<file path="config.mk">
export PLATFORM = sky130hd
export DESIGN_NAME = muldiv_ctrl
export DESIGN_NICKNAME = d
export VERILOG_FILES = /design/src/rtl/muldiv_ctrl_pkg.sv /design/src/rtl/muldiv_ctrl_div_iter.sv /design/src/rtl/muldiv_ctrl.sv
export SDC_FILE = /design/constraint.sdc
export NUM_CORES = 2
export LEC_CHECK = 0
export CORE_ASPECT_RATIO = 1.25
export CORE_MARGIN = 8
export CORE_UTILIZATION = 35
export CTS_CLUSTER_DIAMETER = 40
export DETAILED_ROUTE_END_ITERATION = 12
export DONT_BUFFER_PORTS = 1
export HOLD_SLACK_MARGIN = 0.12
export SLEW_MARGIN = 15
export SYNTH_ARGS = -nofsm -noshare
export SYNTH_HDL_FRONTEND = slang
export SYNTH_SLANG_ARGS = --single-unit
</file>
<file path="constraint.sdc">
create_clock -name clk -period 10.5 [get_ports clk]
set_clock_uncertainty 0.15 [all_clocks]
set_input_delay 0.525 -clock clk [delete_from_list [all_inputs] [get_ports clk]]
set_output_delay 0.525 -clock clk [all_outputs]
set_load 0.005 [all_outputs]
</file>
<file path="src/rtl/muldiv_ctrl_pkg.sv">
// rtl/muldiv_ctrl_pkg.sv - shared op/state encodings and decode helpers for muldiv_ctrl
// Purpose: op encoding, FSM state codes, divider step count, op decode helpers.
// Ports: none (package).
package muldiv_ctrl_pkg;

  typedef enum logic [2:0] {
    OP_MULT  = 3'd0,
    OP_MULTU = 3'd1,
    OP_DIV   = 3'd2,
    OP_DIVU  = 3'd3,
    OP_MTHI  = 3'd4,
    OP_MTLO  = 3'd5
  } muldiv_op_t;

  // State codes kept as plain constants so older blocks can compare raw bits.
  typedef logic [1:0] muldiv_state_t;
  localparam muldiv_state_t ST_IDLE = 2'd0;
  localparam muldiv_state_t ST_MUL  = 2'd1;
  localparam muldiv_state_t ST_DIV  = 2'd2;
  localparam muldiv_state_t ST_SIGN = 2'd3;

  // One quotient bit per step; tied to the 32-bit data width.
  localparam int DIV_STEPS = 32;

  function automatic logic is_signed(input logic [2:0] op);
    return (op == OP_MULT) || (op == OP_DIV);
  endfunction

  function automatic logic is_div(input logic [2:0] op);
    return (op == OP_DIV) || (op == OP_DIVU);
  endfunction

endpackage

</file>
<file path="src/rtl/muldiv_ctrl_div_iter.sv">
// rtl/muldiv_ctrl_div_iter.sv - restoring divider datapath, one quotient bit per step
// Purpose: unsigned 32/32 restoring division on magnitudes; sequencing lives in muldiv_ctrl.
// Ports:
//   clk, rst          clock, asynchronous active-high reset
//   load              capture dividend/divisor (starts a new division)
//   preset            with load: skip iteration, present the divide-by-zero result directly
//   step              perform one restoring step (MSB first)
//   dividend, divisor unsigned operands
//   quotient, remainder  current quotient/remainder registers
module div_iter
  import muldiv_ctrl_pkg::*;
(
  input  logic        clk,
  input  logic        rst,
  input  logic        load,
  input  logic        preset,
  input  logic        step,
  input  logic [31:0] dividend,
  input  logic [31:0] divisor,
  output logic [31:0] quotient,
  output logic [31:0] remainder
);

  logic [31:0] quo_q;
  logic [31:0] rem_q;
  logic [31:0] dsr_q;
  logic [32:0] shifted;
  logic [31:0] sub;
  logic        ge;

  // The dividend is consumed from the top of the quotient register while
  // quotient bits fill in from the bottom.
  assign shifted = {rem_q, quo_q[31]};
  assign ge      = shifted >= {1'b0, dsr_q};
  // When ge holds the true difference is below the divisor, so 32 bits suffice.
  assign sub     = shifted[31:0] - dsr_q;

  always_ff @(posedge clk or posedge rst) begin
    if (rst) begin
      quo_q <= '0;
      rem_q <= '0;
      dsr_q <= '0;
    end else if (load) begin
      dsr_q <= divisor;
      if (preset) begin
        quo_q <= '1;
        rem_q <= dividend;
      end else begin
        quo_q <= dividend;
        rem_q <= '0;
      end
    end else if (step) begin
      if (ge) begin
        rem_q <= sub;
        quo_q <= {quo_q[30:0], 1'b1};
      end else begin
        rem_q <= shifted[31:0];
        quo_q <= {quo_q[30:0], 1'b0};
      end
    end
  end

  assign quotient  = quo_q;
  assign remainder = rem_q;

endmodule

</file>
<file path="src/rtl/muldiv_ctrl.sv">
// rtl/muldiv_ctrl.sv - multi-cycle multiply/divide sequencer owning HI/LO
// Purpose: accepts MULT/MULTU/DIV/DIVU/MTHI/MTLO, sequences multiplier and divider,
//          writes HI/LO, raises busy while an op is in flight.
// Optional build macro: MULDIV_ZERO_EXIT_EN (divide by zero bypasses the 32 steps).
// Ports:
//   clk, reset                    clock, asynchronous active-high reset
//   req_valid/req_ready           op handshake (ready only in IDLE)
//   req_op, req_a, req_b          op code and rs/rt operands
//   flush                         abort any in-flight op, block acceptance
//   hi, lo                        architectural HI/LO registers
//   busy                          op in flight
//   done                          one-cycle pulse when new HI/LO become visible
module muldiv_ctrl
  import muldiv_ctrl_pkg::*;
#(
  parameter int MUL_LAT = 3
) (
  input  logic        clk,
  input  logic        reset,
  input  logic        req_valid,
  output logic        req_ready,
  input  logic [2:0]  req_op,
  input  logic [31:0] req_a,
  input  logic [31:0] req_b,
  input  logic        flush,
  output logic [31:0] hi,
  output logic [31:0] lo,
  output logic        busy,
  output logic        done
);

  muldiv_state_t state;
  logic [31:0]   cnt;
  logic [2:0]    op_q;
  logic [31:0]   a_q;
  logic [31:0]   b_q;
  logic          q_neg_q;
  logic          r_neg_q;

  logic          fire;
  logic          zero_exit;
  logic [31:0]   a_mag;
  logic [31:0]   b_mag;
  logic [31:0]   quo;
  logic [31:0]   rem;
  logic [63:0]   mul_a;
  logic [63:0]   mul_b;
  logic [63:0]   product;
  logic          last_mul;
  logic          wr_mt;
  logic          wr_mul;
  logic          wr_sign;

  assign req_ready = (state == ST_IDLE);
  assign busy      = (state != ST_IDLE);
  assign fire      = req_valid && req_ready && !flush;

  // DIVU divides raw operands; DIV divides magnitudes and fixes signs in SIGN.
  assign a_mag = (is_signed(req_op) && req_a[31]) ? -req_a : req_a;
  assign b_mag = (is_signed(req_op) && req_b[31]) ? -req_b : req_b;

`ifdef MULDIV_ZERO_EXIT_EN
  assign zero_exit = is_div(req_op) && (req_b == '0);
`else
  assign zero_exit = 1'b0;
`endif

  div_iter u_div_iter (
    .clk       (clk),
    .rst       (reset),
    .load      (fire && is_div(req_op)),
    .preset    (zero_exit),
    .step      (state == ST_DIV),
    .dividend  (a_mag),
    .divisor   (b_mag),
    .quotient  (quo),
    .remainder (rem)
  );

  // Sign- or zero-extend to 64 bits; the low 64 bits of the product are exact either way.
  assign mul_a   = {{32{is_signed(op_q) & a_q[31]}}, a_q};
  assign mul_b   = {{32{is_signed(op_q) & b_q[31]}}, b_q};
  assign product = mul_a * mul_b;

  assign last_mul = (state == ST_MUL) && (cnt == 32'(MUL_LAT - 1));
  assign wr_mt    = fire && ((req_op == OP_MTHI) || (req_op == OP_MTLO));
  // A flush in the write cycle suppresses the write.
  assign wr_mul   = last_mul && !flush;
  assign wr_sign  = (state == ST_SIGN) && !flush;

  always_ff @(posedge clk or posedge reset) begin
    if (reset) begin
      state   <= ST_IDLE;
      cnt     <= '0;
      op_q    <= '0;
      a_q     <= '0;
      b_q     <= '0;
      q_neg_q <= 1'b0;
      r_neg_q <= 1'b0;
      hi      <= '0;
      lo      <= '0;
      done    <= 1'b0;
    end else begin
      done <= wr_mt | wr_mul | wr_sign;
      if (flush) begin
        state <= ST_IDLE;
        cnt   <= '0;
      end else begin
        case (state)
          ST_IDLE: begin
            if (fire) begin
              op_q    <= req_op;
              a_q     <= req_a;
              b_q     <= req_b;
              cnt     <= '0;
              q_neg_q <= is_signed(req_op) && (req_a[31] ^ req_b[31]);
              r_neg_q <= is_signed(req_op) && req_a[31];
              case (req_op)
                OP_MTHI:           hi    <= req_a;
                OP_MTLO:           lo    <= req_a;
                OP_MULT, OP_MULTU: state <= ST_MUL;
                OP_DIV, OP_DIVU:   state <= zero_exit ? ST_SIGN : ST_DIV;
                default: ;
              endcase
            end
          end
          ST_MUL: begin
            if (last_mul) begin
              {hi, lo} <= product;
              state    <= ST_IDLE;
            end else begin
              cnt <= cnt + 32'd1;
            end
          end
          ST_DIV: begin
            if (cnt == 32'(DIV_STEPS - 1)) begin
              state <= ST_SIGN;
            end else begin
              cnt <= cnt + 32'd1;
            end
          end
          default: begin
            lo    <= q_neg_q ? -quo : quo;
            hi    <= r_neg_q ? -rem : rem;
            state <= ST_IDLE;
          end
        endcase
      end
    end
  end

endmodule
</file>
# Word level (Yosys, flattened, before mapping)
# Index checks and enable logic that the tools add are counted.
# totals
in_bits	71
wordCells	106
register_bits	264
# op_classes
multipliers	1
mux	29
reduce_logical	28
n_eq_ne	21
order_cmp	1
n_addsub	6
n_bitwise	7
# ops
cell	count
2-to-1 mux 32 bit	19
case mux 32 bit (3 select lines)	3
negation 32 bit	4
multiplier 33 x 33 -> 64 bit	1
greater-or-equal comparator 33 x 32 -> 1 bit	1
adder 32 x 1 -> 32 bit (second input constant)	1
equality test 32 x 2 -> 1 bit (second input constant)	1
equality test 32 x 5 -> 1 bit (second input constant)	1
subtractor 32 bit	1
!= test 3 bit (second input constant)	4
logical AND 1 bit	10
AND reduction 5 bit	2
equality test 3 x 2 -> 1 bit (second input constant)	3
2-to-1 mux 2 bit	4
AND reduction 4 bit	2
equality test 3 bit (second input constant)	2
logical NOT 3 bit	2
!= test 2 x 1 -> 1 bit (second input constant)	3
case mux 2 bit (3 select lines)	1
equality test 2 bit (second input constant)	2
logical OR 1 bit	4
!= test 4 x 1 -> 1 bit (second input constant)	1
case mux 2 bit (2 select lines)	1
nonzero test 2 bit	2
other kinds (14)	18

# Logic depth before layout (Yosys ltp)
# logic_depth
ltp_word	6
depth_mapped	31
depth_no_buf	29

# By module
# A second synthesis with hierarchy kept.
# hier_totals
hier_cells	6091
area_unflattened_um2	54496.0
# modules_own_cells
mod	cells_each	instances	seq_area_each_um2	area_per_inst_um2
muldiv_ctrl	5380	1	4179.0	48112.4
div_iter	711	1	2402.3	6383.6

# Least setup slack after synthesis
# No wires, ideal clock.
# synth_timing
path_type	flip-flop to flip-flop
startpoint	register a_q[31]
endpoint	register hi[31]
path_buffers	3
required_ps	10218
synth_period_minus_slack_ps	8012
path_slack_ps	2488
stages_incl_launch_ff	28
setup_ps	132
t_arrival_ps	7730
path_cell_list	dfrtp_1 > clkbuf_1 > and2_1 > clkbuf_1 > nand2_1 > inv_1 > fa_1 > inv_1 > fa_1 > inv_1 > fa_1 > inv_1 > fa_1 > fa_1 > fa_1 > fa_1 > fa_1 > inv_1 > ha_1 > clkbuf_1 > a21o_1 > a221o_1 > a21oi_1 > nor2_1 > a211oi_1 > o41ai_2 > xnor2_1 > o22ai_1
# synth_between
elab_chain_len	4
# synth_rtl
element	line	text
start: declaration	muldiv_ctrl.sv:35	logic [31:0] a_q;
start signal: assignment	muldiv_ctrl.sv:113	a_q <= req_a;
bitwise AND 1 bit	muldiv_ctrl.sv:81	assign mul_a = {{32{is_signed(op_q) & a_q[31]}}, a_q};
multiplier 33 x 33 -> 64 bit (*)	muldiv_ctrl.sv:83	assign product = mul_a * mul_b;
2-to-1 mux 32 bit (*)	muldiv_ctrl.sv:128	if (last_mul) begin
case mux 32 bit (3 select lines) (*)	muldiv_ctrl.sv:109	case (state)
end signal: assignment	muldiv_ctrl.sv:119	OP_MTHI: hi <= req_a;
end signal: assignment	muldiv_ctrl.sv:129	{hi, lo} <= product;
end signal: assignment	muldiv_ctrl.sv:144	hi <= r_neg_q ? -rem : rem;
end: declaration	muldiv_ctrl.sv:26	output logic [31:0] hi,
# Mark *: on every way between the ends. The rest lies on a longest branch, timed or not. The select of a mux whose other input is x is not followed.
# A chain may end at the register's enable or synchronous reset.

# Final worst setup path
# layout_timing
startpoint	register a_q[8]
endpoint	register hi[16]
# layout_between
elab_chain_len	3
# layout_rtl
element	line
multiplier 33 x 33 -> 64 bit	muldiv_ctrl.sv:83
2-to-1 mux 32 bit	muldiv_ctrl.sv:128
case mux 32 bit (3 select lines)	muldiv_ctrl.sv:109
# No other way between the ends. The select of a mux whose other input is x is not followed.

==> out/metrics.csv <==
stage,metric,value,unit
cts,clock_path_buffers,3,
floorplan,initial_core_util,35.2,%
routing,wl,167000,um
cts,clk_latency,0.55,ns
setup_path,path_max_fanout,18,
cts,cts_hold_buf,71,
routing,drcViolationCount,0,
setup_path,rrSetupSlack,1.24,ns
yosys,ys_seq_area_share,12.1,%
grt,globalRouteMet1Util,24.4,%
cts,htreeDepth,2,
yosys,ys_warn_count,0,
grt,grt_pass1_wl,266000,um
placed_design,hpwlAfterDp,132000,um
grt,grt_pass1_vias,45300,
floorplan,core-area,0.154,mm2
sta,finalSetupTns,0,ns
grt,grt.busiest_layer,met2,
setup_path,end_kind,flop,
routing,dr.first_iter.drc_count,3029,
yosys,synth.distinct_cells,75,
setup_path,worstReg2RegEnd,hi[16],
grt,grt_use_total,20.1,%
grt,gr-usage-met3,3.05,%
final_layout,drive_above_1_share,4.60,%
setup_path,reg2regPathDepth,25,
routing,dr.pass1.iters,6,
yosys,synth_fa_ha_area_share,47.5,%
setup_path,crit_end,hi[16],
final_layout,syn_to_final_growth,7.49,%
cts,cts-root-buf,clkbuf_16,
yosys,synth_top_area_cell,fa_1,
yosys,synth_top_family_by_area,adder cells,
routing,vias,41600,
sta,tightest_slew,1.27,ns
floorplan,io_pins,138,
yosys,async_reset_ff_share,100,%
setup_path,r2r_start,a_q[8],
worst_hold_path,hold_path_class,in -> reg,
sta,clock.fmax,0.108,GHz
cts,cts_tree,yes,
cts,numCtsBuffers,36,
grt,grt_max_degree,88,
cts,clock-sinks,263,
yosys,synth_nets,7558,
floorplan,die_w,368,um
sta,post-route-period-util,88.2,%
placed_design,place_congestion,0.933,
outcome,status,finished clean,
yosys,synth_top_area_share,41.6,%
setup_path,startpoint,a_q[8],
routing,routed_via_density,5.19,
grt,grt_use_met2,35.1,%
cts,ctsResizeCount,0,
yosys,synth_edf_count,0,
yosys,yosysMostFrequentCell,inv_1,
yosys,synth_common_cells,"inv_1 (1,269), fa_1 (1,126), nand2_1 (1,041)",
yosys,synth_cells,6107,
grt,antenna_found_initial,11,
sta,fin_crit,9.26,ns
sta,rsz0062_at_grt,false,
routing,wl_per_cell,20.8,um
yosys,synth.area.mux_share,2.24,%
final_layout,fillCellCount,15800,
setup_path,worstSetupPathType,reg -> reg,
setup_path,crit_path_start_kind,flop,
cts,cts_setup_buffers,0,
yosys,syn_area,0.0542,mm2
routing,postRouteAntennaNets,0,
yosys,synth.area.top_cells,"fa_1 (42%), dfrtp_1 (12%), inv_1 (8.8%), nand2_1 (7.2%), ha_1 (5.9%)",
job,maxCapViolations,0,
yosys,ys_ff_latch,263,
setup_path,cp.arrival,9.57,ns
yosys,ys.flop_type,dfrtp_1,
yosys,syn_avg_cell_area,8.87,um2
cts,path_clk_slew,0.06,ns
floorplan,die_y,456,um
floorplan,num_rows,161,
yosys,yosys.area_share.simple,14.8,%
setup_path,worstPathRequired,10.81,ns
floorplan,die_area,0.168,mm2
yosys,synth-compound-area-share,8.26,%
yosys,synth_xor_area_share,3.81,%
sta,finalSetupViolCount,0,
sta,slew_viol_final,0,
grt,grt_overflow,0,
final_layout,fin_nets,7408,
sta,hold_viol_final,0,
sta,maxSlewHeadroom,15.4,%
placed_design,io_buffers,0,
worst max-delay path, cell delays in order (launching register included):
cell,delay (ns)
dfrtp_1,1.07
buf_4,0.43
nand2_1,0.13
fa_1,0.58
inv_1,0.05
fa_1,0.46
fa_1,0.50
fa_1,0.55
inv_1,0.06
fa_1,0.48
inv_1,0.08
fa_1,0.51
inv_1,0.06
fa_1,0.48
inv_1,0.05
fa_1,0.45
ha_1,0.45
nand4_1,0.21
or3_1,0.47
a211oi_1,0.51
o2111ai_1,0.26
nand2_1,0.18
a31oi_1,0.20
xnor2_1,0.41
a221oi_1,0.15
o21ai_0,0.21
worst min-delay path by stage:
stage	slack, ns	cells past startpoint	start	to
final	0.13	3	req_b[28]	u_div_iter.dsr_q[29]
after CTS	0.12	3	req_b[28]	u_div_iter.dsr_q[29]
after floorplan	0.30	2	u_div_iter.dsr_q[10]	u_div_iter.dsr_q[10]
after global placement	0.32	2	u_div_iter.dsr_q[27]	u_div_iter.dsr_q[27]
after detailed placement	0.32	2	u_div_iter.dsr_q[24]	u_div_iter.dsr_q[24]
after global routing	0.15	3	req_a[27]	u_div_iter.quotient[29]
final cells by class:
class | count | area, um2 | share of cell area [%]
Clock buffer | 43 | 988 | 1.70
Multi-Input combinational cell | 4216 | 41500 | 71.3
Timing Repair Buffer | 170 | 1470 | 2.52
Inverter | 1270 | 4770 | 8.20
Sequential cell | 263 | 6590 | 11.3
Tap cell | 2037 | 2550 | 4.38
Clock inverter | 22 | 317 | 0.543
Antenna cell | 5 | 12.5 | 0.0215
registers in the layout, indices dropped and copies added (netlist names), 32 cells and up:
name                  count
a_q                      32
b_q                      32
cnt                      32
hi                       32
lo                       32
u_div_iter.dsr_q         32
u_div_iter.quotient      32
u_div_iter.remainder     32
through the flow:
step / hold WS, ns / instance area, um2 / setup WS (ns) / util, % / cells
detailed placement: 0.322 / 56200 / 1.37 / 36.5 / 7885
CTS: 0.122 / 58200 / 1.27 / 37.8 / 8021
global route: 0.151 / 58200 / 0.800 / 37.8 / 8021
global placement: 0.318 / 56200 / 1.34 / 36.5 / 7885
floorplan: 0.300 / 54200 / 2.49 / - / 6107
finish: 0.132 / 58200 / 1.24 / 37.8 / 8026
per-layer routing:
| metal | part of all wire, % | vias to the layer above |
|---|---|---|
| met5 | 0.0078 | - |
| met4 | 5.2 | 2 |
| met3 | 6.5 | 389 |
| met2 | 50 | 1382 |
| met1 | 38 | 21600 |
| li1 | - | 18200 |
cell usage in the layout, fill, tap and decap left out, types with 48 or more instances in the layout:
master / instances
fa_1: 1126
ha_1: 251
dlygate4sd3_1: 71
inv_1: 1268
nor2_1: 212
a221oi_1: 50
nand3_1: 48
dfrtp_1: 253
xnor2_1: 127
o21ai_0: 234
mux2i_1: 54
nand2_1: 1040
a21oi_1: 154
xor2_1: 109
buf_4: 98
mux2_2: 60
and2_1: 257
cell families after synthesis:
group | after synthesis
and+or+nand+nor | 1781
buffers and inverters | 1628
adders and majority gates | 1380
AOI/OAI and AO/OA | 705
DFF | 263
xor gates and xnor gates | 236
muxes | 114
Power is left out: the tool's default activity adds up to more than one toggle a clock period on the data nets, which glitch-free logic cannot reach.
